===== src/rtl/imm_seq_ctrl.sv =====
// imm_seq_ctrl: decode-stage immediate extender with a 2-entry skid buffer.
// The instruction word is decoded to an immediate-type code. The code and the
// extended immediate are registered together with the instruction.
// Optional feature: define IMM_ZEXT_LI_EN to zero-extend the LI immediate.

`ifndef IM0
`define IM0    3'd0
`define IM3    3'd1
`define IM4    3'd2
`define IM5    3'd3
`define IM8    3'd4
`define IM11   3'd5
`define IM_TO8 3'd6
`endif

module imm_seq_ctrl (
    input  logic        clk,
    input  logic        rst,
    input  logic        in_valid,
    input  logic [15:0] in_instr,
    output logic        in_ready,
    input  logic        flush,
    output logic        out_valid,
    input  logic        out_ready,
    output logic [15:0] out_instr,
    output logic [2:0]  out_src_get,
    output logic [15:0] out_imm
);

    typedef enum logic [1:0] {EMPTY, ONE, FULL} state_t;

    state_t      state_q, state_d;
    logic        in_ready_q, in_ready_d;
    logic [15:0] m_instr_q, m_instr_d, m_imm_q, m_imm_d;
    logic [2:0]  m_code_q, m_code_d;
    logic [15:0] s_instr_q, s_instr_d, s_imm_q, s_imm_d;
    logic [2:0]  s_code_q, s_code_d;

    logic [2:0]  dec_code;
    logic [15:0] dec_imm;
    logic        accept, take;

    // Team extender: widen Src according to the immediate-type code.
    function automatic logic [15:0] ext_imm(input logic [10:0] src, input logic [2:0] get);
        logic [15:0] r;
        r = '0;
        case (get)
            `IM3:    r = {13'd0, src[4:2]};
            `IM_TO8: r = 16'd8;
            `IM4:    r = {{12{src[3]}}, src[3:0]};
            `IM5:    r = {{11{src[4]}}, src[4:0]};
            `IM8:    r = {{8{src[7]}}, src[7:0]};
            `IM11:   r = {{5{src[10]}}, src[10:0]};
            default: r = '0;
        endcase
        return r;
    endfunction

    // Decode the opcode to an immediate-type code and extend the immediate.
    always_comb begin
        dec_code = `IM0;
        case (in_instr[15:11])
            5'b01000:                 dec_code = `IM4;
            5'b10011, 5'b11011:       dec_code = `IM5;
            5'b00010:                 dec_code = `IM11;
            5'b01001, 5'b00100, 5'b00101, 5'b01100,
            5'b01101, 5'b01110, 5'b10010, 5'b11010:
                                      dec_code = `IM8;
            5'b00110:                 dec_code = (in_instr[4:2] == 3'd0) ? `IM_TO8 : `IM3;
            default:                  dec_code = `IM0;
        endcase
        dec_imm = ext_imm(in_instr[10:0], dec_code);
`ifdef IMM_ZEXT_LI_EN
        if (in_instr[15:11] == 5'b01101) begin
            dec_imm = {8'h00, in_instr[7:0]};
        end
`endif
    end

    assign accept = in_valid & in_ready_q;
    assign take   = out_valid & out_ready;

    // Skid-buffer next state: flush wins over any accept or take.
    always_comb begin
        state_d   = state_q;
        m_instr_d = m_instr_q;
        m_imm_d   = m_imm_q;
        m_code_d  = m_code_q;
        s_instr_d = s_instr_q;
        s_imm_d   = s_imm_q;
        s_code_d  = s_code_q;
        if (flush) begin
            state_d = EMPTY;
        end else begin
            case (state_q)
                EMPTY: begin
                    if (accept) begin
                        state_d   = ONE;
                        m_instr_d = in_instr;
                        m_imm_d   = dec_imm;
                        m_code_d  = dec_code;
                    end
                end
                ONE: begin
                    if (accept && !take) begin
                        state_d   = FULL;
                        s_instr_d = in_instr;
                        s_imm_d   = dec_imm;
                        s_code_d  = dec_code;
                    end else if (take && !accept) begin
                        state_d = EMPTY;
                    end else if (accept && take) begin
                        m_instr_d = in_instr;
                        m_imm_d   = dec_imm;
                        m_code_d  = dec_code;
                    end
                end
                FULL: begin
                    if (take) begin
                        state_d   = ONE;
                        m_instr_d = s_instr_q;
                        m_imm_d   = s_imm_q;
                        m_code_d  = s_code_q;
                    end
                end
                default: state_d = EMPTY;
            endcase
        end
        in_ready_d = (state_d != FULL);
    end

    // State and data registers; reset empties both entries and blocks input.
    always_ff @(posedge clk or negedge rst) begin
        if (!rst) begin
            state_q    <= EMPTY;
            in_ready_q <= 1'b0;
            m_instr_q  <= '0;
            m_imm_q    <= '0;
            m_code_q   <= `IM0;
            s_instr_q  <= '0;
            s_imm_q    <= '0;
            s_code_q   <= `IM0;
        end else begin
            state_q    <= state_d;
            in_ready_q <= in_ready_d;
            m_instr_q  <= m_instr_d;
            m_imm_q    <= m_imm_d;
            m_code_q   <= m_code_d;
            s_instr_q  <= s_instr_d;
            s_imm_q    <= s_imm_d;
            s_code_q   <= s_code_d;
        end
    end

    assign in_ready    = in_ready_q;
    assign out_valid   = (state_q != EMPTY);
    assign out_instr   = m_instr_q;
    assign out_src_get = m_code_q;
    assign out_imm     = m_imm_q;

endmodule


===== config.mk =====
export PLATFORM = sky130hd
export DESIGN_NAME = imm_seq_ctrl
export DESIGN_NICKNAME = d
export VERILOG_FILES = /design/src/rtl/imm_seq_ctrl.sv
export SDC_FILE = /design/constraint.sdc
export NUM_CORES = 1
export LEC_CHECK = 0
export CORE_UTILIZATION = 45
export CTS_CLUSTER_DIAMETER = 150
export DETAILED_ROUTE_END_ITERATION = 16
export PLACE_DENSITY = 0.7
export SLEW_MARGIN = 10
export SYNTH_ARGS = -nofsm -noshare
export SYNTH_HDL_FRONTEND = slang
export SYNTH_SLANG_ARGS = --single-unit

===== constraint.sdc =====
create_clock -name clk -period 1.9 [get_ports clk]
set_input_delay 0.38 -clock clk [delete_from_list [all_inputs] [get_ports clk]]
set_output_delay 0.38 -clock clk [all_outputs]
set_load 0.005 [all_outputs]

## After elaboration in Yosys (flattened, before gate mapping)

Index checks and enable logic that the tools add are counted.

| word-level totals | value |
|---|---|
| register bits after elaboration | 73 |
| bits of input ports | 21 |
| logic and storage cells | 78 |

| cells by class | value |
|---|---|
| equality and inequality tests | 27 |
| multiplexer cells | 27 |
| bitwise operators | 3 |
| reductions and logical operators | 13 |

Operator list:

| cell | count |
|---|---|
| two-way mux 16 bit | 10 |
| one-hot mux 16 bit (3 select lines) | 2 |
| one-hot mux 16 bit (6 select lines) | 1 |
| equality test 5 x 4 -> 1 bit (second input constant) | 5 |
| equality test 5 bit (second input constant) | 4 |
| two-way mux 3 bit | 6 |
| equality test 5 x 3 -> 1 bit (second input constant) | 3 |
| one-hot mux 3 bit (5 select lines) | 1 |
| inequality test 2 bit (second input constant) | 6 |
| two-way mux 2 bit | 5 |
| equality test 3 bit (second input constant) | 3 |
| one-hot mux 3 bit (3 select lines) | 1 |
| OR reduction 8 bit | 1 |
| AND reduction 7 bit | 1 |
| equality test 3 x 2 -> 1 bit (second input constant) | 2 |
| one-hot mux 2 bit (3 select lines) | 1 |
| equality test 5 x 2 -> 1 bit (second input constant) | 1 |
| equality test 3 x 1 -> 1 bit (second input constant) | 1 |
| logical AND 1 bit | 3 |
| zero test 3 bit | 1 |
| AND reduction 3 bit | 1 |
| nonzero test 3 bit | 1 |
| AND 1 bit | 2 |
| equality test 2 x 1 -> 1 bit (second input constant) | 1 |
| 6 further kinds | 7 |

## Logic depth before layout (Yosys ltp)

| logic depth | value |
|---|---|
| depth after elaboration | 9 |
| mapped depth | 6 |

## Worst setup path after synthesis

OpenSTA, ideal clock, no wires.

| path | value |
|---|---|
| path kind | reg-to-reg |
| start point | reg state_q[1] |
| end point | reg s_instr_q[13] |
| setup time | 128 ps |
| arrival | 1559 ps |
| slack | 213 ps |
| stages on the path, launching flop included | 5 |
| path buffers | 1 |
| clock period less this slack | 1687 ps |
| path through | dfrtp_1 > nand4b_1 > nor3_2 > buf_2 > mux2_1 |

| on the way | value |
|---|---|
| longest elaborated chain between the ends | 5 |
| elaborated cells on any way between the ends | 6 |
| those cells by class | eq/ne (1); bitwise (1); reduce/logical (4) |

Ends and longest elaborated chain:

| what | RTL line | RTL |
|---|---|---|
| from (decl) | 32 | `state_t state_q, state_d;` |
| from (signal assigned) | 144 | `state_q <= state_d;` |
| nonzero test 2 bit | 156 | `assign out_valid = (state_q != EMPTY);` |
| AND 1 bit | 81 | `assign take = out_valid & out_ready;` |
| zero test 1 bit | 105 | `if (accept && !take) begin` |
| logical AND 1 bit | 105 |  |
| AND reduction 3 bit (no source line) (*) | - |  |
| to (signal assigned) | 149 | `s_instr_q <= s_instr_d;` |
| to (decl) | 36 | `logic [15:0] s_instr_q, s_instr_d, s_imm_q, s_imm_d;` |

Mark *: on every way between the ends. The rest lies on a longest branch, timed or not.
A chain may end at the register's enable or synchronous reset.

## Worst setup path after layout

| path | value |
|---|---|
| start point | reg state_q[0] |
| end point | out out_valid |

| on the way | value |
|---|---|
| longest elaborated chain between the ends | 1 |

Ends and longest elaborated chain:

| what | RTL line | RTL |
|---|---|---|
| nonzero test 2 bit | 156 |  |
| to (decl) | 23 | `output logic out_valid,` |

Every way passes these cells.

==> report_table.html <==
<table>
<tr><th>Metric</th><th>Value</th></tr>
<tr><th colspan="2">Timing</th></tr>
<tr><td>Clock Skew</td><td>0.007716 ns</td></tr>
<tr><td>Final worst path period share</td><td>a little over nine tenths</td></tr>
<tr><td>Fin. max-slew vios</td><td>0</td></tr>
<tr><td>Setup repair after global routing missed its margin</td><td>false</td></tr>
<tr><td>Hold violation count in the final report</td><td>0</td></tr>
<tr><td>Worst relative slew slack</td><td>between 60% and 70%</td></tr>
<tr><td>Maximum operating frequency</td><td>between 500 and 600 MHz</td></tr>
<tr><td>Total setup violations reported at the end of the flow</td><td>0</td></tr>
<tr><td>Actual transition at the worst max-transition pin</td><td>0.4943 ns</td></tr>
<tr><td>Minimum clock period</td><td>1.830 ns</td></tr>
<tr><td>Accumulated negative setup slack</td><td>0 ns</td></tr>
<tr><th colspan="2">Setup path</th></tr>
<tr><td>Data arrival time of the worst path</td><td>roughly 1.5 ns</td></tr>
<tr><td>Crit start category</td><td>flop</td></tr>
<tr><td>Worst Setup End Kind</td><td>output port</td></tr>
<tr><td>Largest fanout on the critical path</td><td>2</td></tr>
<tr><td>Crit path kind</td><td>flop to output port</td></tr>
<tr><td>Required arrival time at the worst endpoint</td><td>about 1.5 ns</td></tr>
<tr><th colspan="2">GRT</th></tr>
<tr><td>Antenna violations before repair</td><td>0</td></tr>
<tr><td>Number of global-route vias before repair</td><td>roughly 2,700</td></tr>
<tr><td>Total track usage</td><td>between 20% and 30%</td></tr>
<tr><td>First-pass GRT wire length</td><td>around 13 mm</td></tr>
<tr><td>Largest net degree at the start of global routing</td><td>64</td></tr>
<tr><td>Grt ovf</td><td>0</td></tr>
<tr><th colspan="2">Clock network</th></tr>
<tr><td>CTS root buf</td><td>sky130_fd_sc_hd__clkbuf_8</td></tr>
<tr><td>CTS tree</td><td>built</td></tr>
<tr><td>Maximum number of buffers from clock root to sink</td><td>2</td></tr>
<tr><td>Clock H-tree levels</td><td>3</td></tr>
<tr><td>Clock buffers created by TritonCTS</td><td>9</td></tr>
<tr><td>CTS Hold Bufs</td><td>0</td></tr>
<tr><td>Number of sinks driven by the clock tree</td><td>between 60 and 70</td></tr>
<tr><td>Clock insertion delay at the later pin of the skew report</td><td>roughly 0.33 ns</td></tr>
<tr><td>Post-CTS clock slew at the launch and capture registers of the worst setup and hold paths</td><td>around 0.07 ns</td></tr>
<tr><th colspan="2">Power and ir drop</th></tr>
<tr><td>Power Density</td><td>927.3 nW/um2</td></tr>
<tr><td>Static leakage power</td><td>approximately 1.8 nW</td></tr>
<tr><td>Worst vdd ir</td><td>~0.65 mV</td></tr>
<tr><th colspan="2">Synth</th></tr>
<tr><td>Library cell with the highest instance count after synthesis</td><td>sky130_fd_sc_hd__dfrtp_1</td></tr>
<tr><td>Number of library cell types mapped by synthesis</td><td>between 40 and 50</td></tr>
<tr><td>Net Count, Synth</td><td>between 300 and 400</td></tr>
<tr><td>Proportion of register bits with asynchronous set or reset after synthesis</td><td>100.0%</td></tr>
<tr><td>Area share of the largest cell type after synthesis</td><td>around half</td></tr>
<tr><td>Sequential share of the synthesized area</td><td>50.38%</td></tr>
<tr><td>EDFF count, synth</td><td>0</td></tr>
<tr><td>Netlist area before placement</td><td>about 3100 um2</td></tr>
<tr><td>Cell types with the largest area share after synthesis</td><td>sky130_fd_sc_hd__dfrtp_1 (50%), sky130_fd_sc_hd__mux2_1 (5.8%), sky130_fd_sc_hd__a31oi_1 (5.4%)</td></tr>
<tr><td>Syn. warnings</td><td>0</td></tr>
<tr><td>Most used flip-flop cell after synthesis</td><td>sky130_fd_sc_hd__dfrtp_1</td></tr>
<tr><td>Synthesized area divided by synthesized cell count</td><td>~10 um2</td></tr>
<tr><td>Gate count after technology mapping</td><td>between 300 and 400</td></tr>
<tr><td>Cell types with the highest counts after synthesis</td><td>sky130_fd_sc_hd__dfrtp_1 (63), sky130_fd_sc_hd__nand2_1 (45), sky130_fd_sc_hd__nor2_1 (35)</td></tr>
<tr><td>Synth Register Bits</td><td>between 60 and 70</td></tr>
<tr><td>Post-synth top area cell</td><td>sky130_fd_sc_hd__dfrtp_1</td></tr>
<tr><th colspan="2">Layout</th></tr>
<tr><td>Synthesis-to-finish area growth</td><td>37.19%</td></tr>
<tr><td>Non-filler instance count after layout</td><td>a little under 500</td></tr>
<tr><td>Layout cell share with drive strength beyond 1</td><td>17.33%</td></tr>
<tr><td>Net count, final</td><td>approximately 420</td></tr>
<tr><td>Antenna diode count</td><td>0</td></tr>
<tr><th colspan="2">Die</th></tr>
<tr><td>Number of standard-cell rows in the floorplan</td><td>30</td></tr>
<tr><td>Number of top-level pins</td><td>slightly below 60</td></tr>
<tr><td>Vertical die dimension</td><td>~85 um</td></tr>
<tr><td>Chip width</td><td>85.39 um</td></tr>
<tr><td>Effective utilization at floorplan</td><td>between 40% and 50%</td></tr>
<tr><td>Floorplan Core Area</td><td>about 6800 um2</td></tr>
<tr><td>Total Die Area</td><td>~7300 um2</td></tr>
<tr><th colspan="2">Routing</th></tr>
<tr><td>Final Routed Wirelength</td><td>~7.6 mm</td></tr>
<tr><td>Detailed-router iteration count before antenna repair</td><td>4</td></tr>
<tr><td>Initial DRC Count</td><td>between 150 and 200</td></tr>
<tr><td>DR vias</td><td>2,683</td></tr>
<tr><td>Average vias per placed instance</td><td>around 5.5</td></tr>
<tr><td>DR DRC count</td><td>0</td></tr>
<tr><td>Detailed-route wire length per cell</td><td>approximately 16 um</td></tr>
<tr><td>Detail Route Antenna Nets</td><td>0</td></tr>
<tr><th colspan="2">Placed design</th></tr>
<tr><td>Sum of net half-perimeters after detailed placement</td><td>between 5 and 6 mm</td></tr>
<tr><td>Placed cell count</td><td>468</td></tr>
<tr><td>Final GP Congestion</td><td>roughly 0.82</td></tr>
<tr><td>Buffers added on ports</td><td>57</td></tr>
<tr><th colspan="2">Hold path</th></tr>
<tr><td>Worst min-delay path category</td><td>input pin to async pin</td></tr>
<tr><th colspan="2">Outcome</th></tr>
<tr><td>Result of the run</td><td>complete, no violations</td></tr>
<tr><th colspan="2">Job</th></tr>
<tr><td>Number of maximum-capacitance constraint violations</td><td>0</td></tr>
</table>
==> sequential cells by signal, indices dropped and copies added, names as in the netlist <==
| register | flops |
|---|---|
| out_instr | 16 |
| s_instr_q | 16 |
| out_imm | 11 |
| s_imm_q | 11 |
| out_src_get | 3 |
| s_code_q | 3 |
| state_q | 2 |
| in_ready | 1 |
==> kinds of logic after synthesis <==
| family | count (synthesis) | share of synthesized area [%] |
|---|---|---|
| AOI/OAI and AO/OA | 72 | 16.47 |
| xor gates and xnor gates | 1 | 0.2799 |
| buffers and inverters | 29 | 5.078 |
| DFF | 63 | 50.38 |
| muxes | 27 | 9.276 |
| and+or+nand+nor | 120 | 18.51 |
==> metrics by stage <==
| stage | worst slack, ns | hold slack [ns] | util (%) | instance area, um2 | power, W |
|---|---|---|---|---|---|
| 4_1_cts | 0.05409 | 0.05447 | 63.54 | 4293 | 0.004019 |
| 3_3_place_gp | -0.1563 | 0.4164 | 60.63 | 4096 | 0.002856 |
| 5_1_grt | 0.02137 | 0.05966 | 63.54 | 4293 | 0.004199 |
| 6_report | 0.06959 | 0.04672 | 63.54 | 4293 | 0.003981 |
| 2_1_floorplan | 0.2133 | 0.08441 | - | 3129 | 0.002331 |
| 3_5_place_dp | -0.2022 | 0.4169 | 60.63 | 4096 | 0.002906 |
==> where the power goes <==
group | total, W | switching (W) | internal, W
clock network | 0.00110 | 0.000472 | 0.000629
logic | 0.00103 | 0.000399 | 0.000627
registers | 0.00185 | 0.000176 | 0.00168
total | 0.00398 | 0.00105 | 0.00293
==> metal layers <==
layer  global-route usage (%)  wire [um]
met1                    29.46       3468
met2                    36.66       3711
met3                    4.669        295
met4                    9.091        124
met5                        0          0
==> path summary, 6_finish.rpt <==
path / start / endpoint / slack [ns] / cells after the start
setup / recovery: state_q[0] / out_valid / 0.07 / 2
hold / removal: rst / s_instr_q[8] / 0.05 / 2
setup reg to reg: state_q[1] / s_instr_q[9] / 0.21 / 5
hold reg to reg: s_instr_q[6] / s_instr_q[6] / 0.49 / 1
min in group clk: s_instr_q[6] / s_instr_q[6] / 0.49 / 1
max in group asynchronous: rst / state_q[0] / 1.56 / 2
==> worst max-delay path, stage by stage, from the launching register on <==
cell and delay, ns:
sky130_fd_sc_hd__dfrtp_2 0.40, sky130_fd_sc_hd__or2_2 0.28, sky130_fd_sc_hd__clkdlybuf4s50_1 0.44
==> final cells by class <==
| cell class | instances | area (um2) |
|---|---|---|
| multi-input cells | 220 | 1414 |
| flip-flops and latches | 63 | 1579 |
| inverters | 2 | 7.507 |
| clock buffers | 13 | 148.9 |
| clock inverters | 1 | 30.03 |
| well taps | 80 | 100.1 |
| fillers | 571 | 2464 |
| repair buffers | 105 | 1013 |
==> placed cells by master, fill, tap and decap left out, drive strengths merged, types with 2 or more instances in the layout <==
cell	instances
clkbuf	13
a211oi	2
a31oi	27
o41ai	2
nand3b	3
nor3	6
mux2i	11
a22oi	3
a41oi	12
mux2	16
a21oi	7
nand4b	2
inv	2
dfrtp	63
o211ai	2
clkdlybuf4s50	56
o31ai	2
buf	49
o21ai	9
nor2	35
nand2b	14
nand2	45
nor2b	7
==> timing repair <==
action,in CTS,in global routing
resized for setup,2,0
setup buffers,2,0
hold endpoints to repair,0,0
endpoints found under the setup margin,1,0
(Power assumes the default switching activity.)
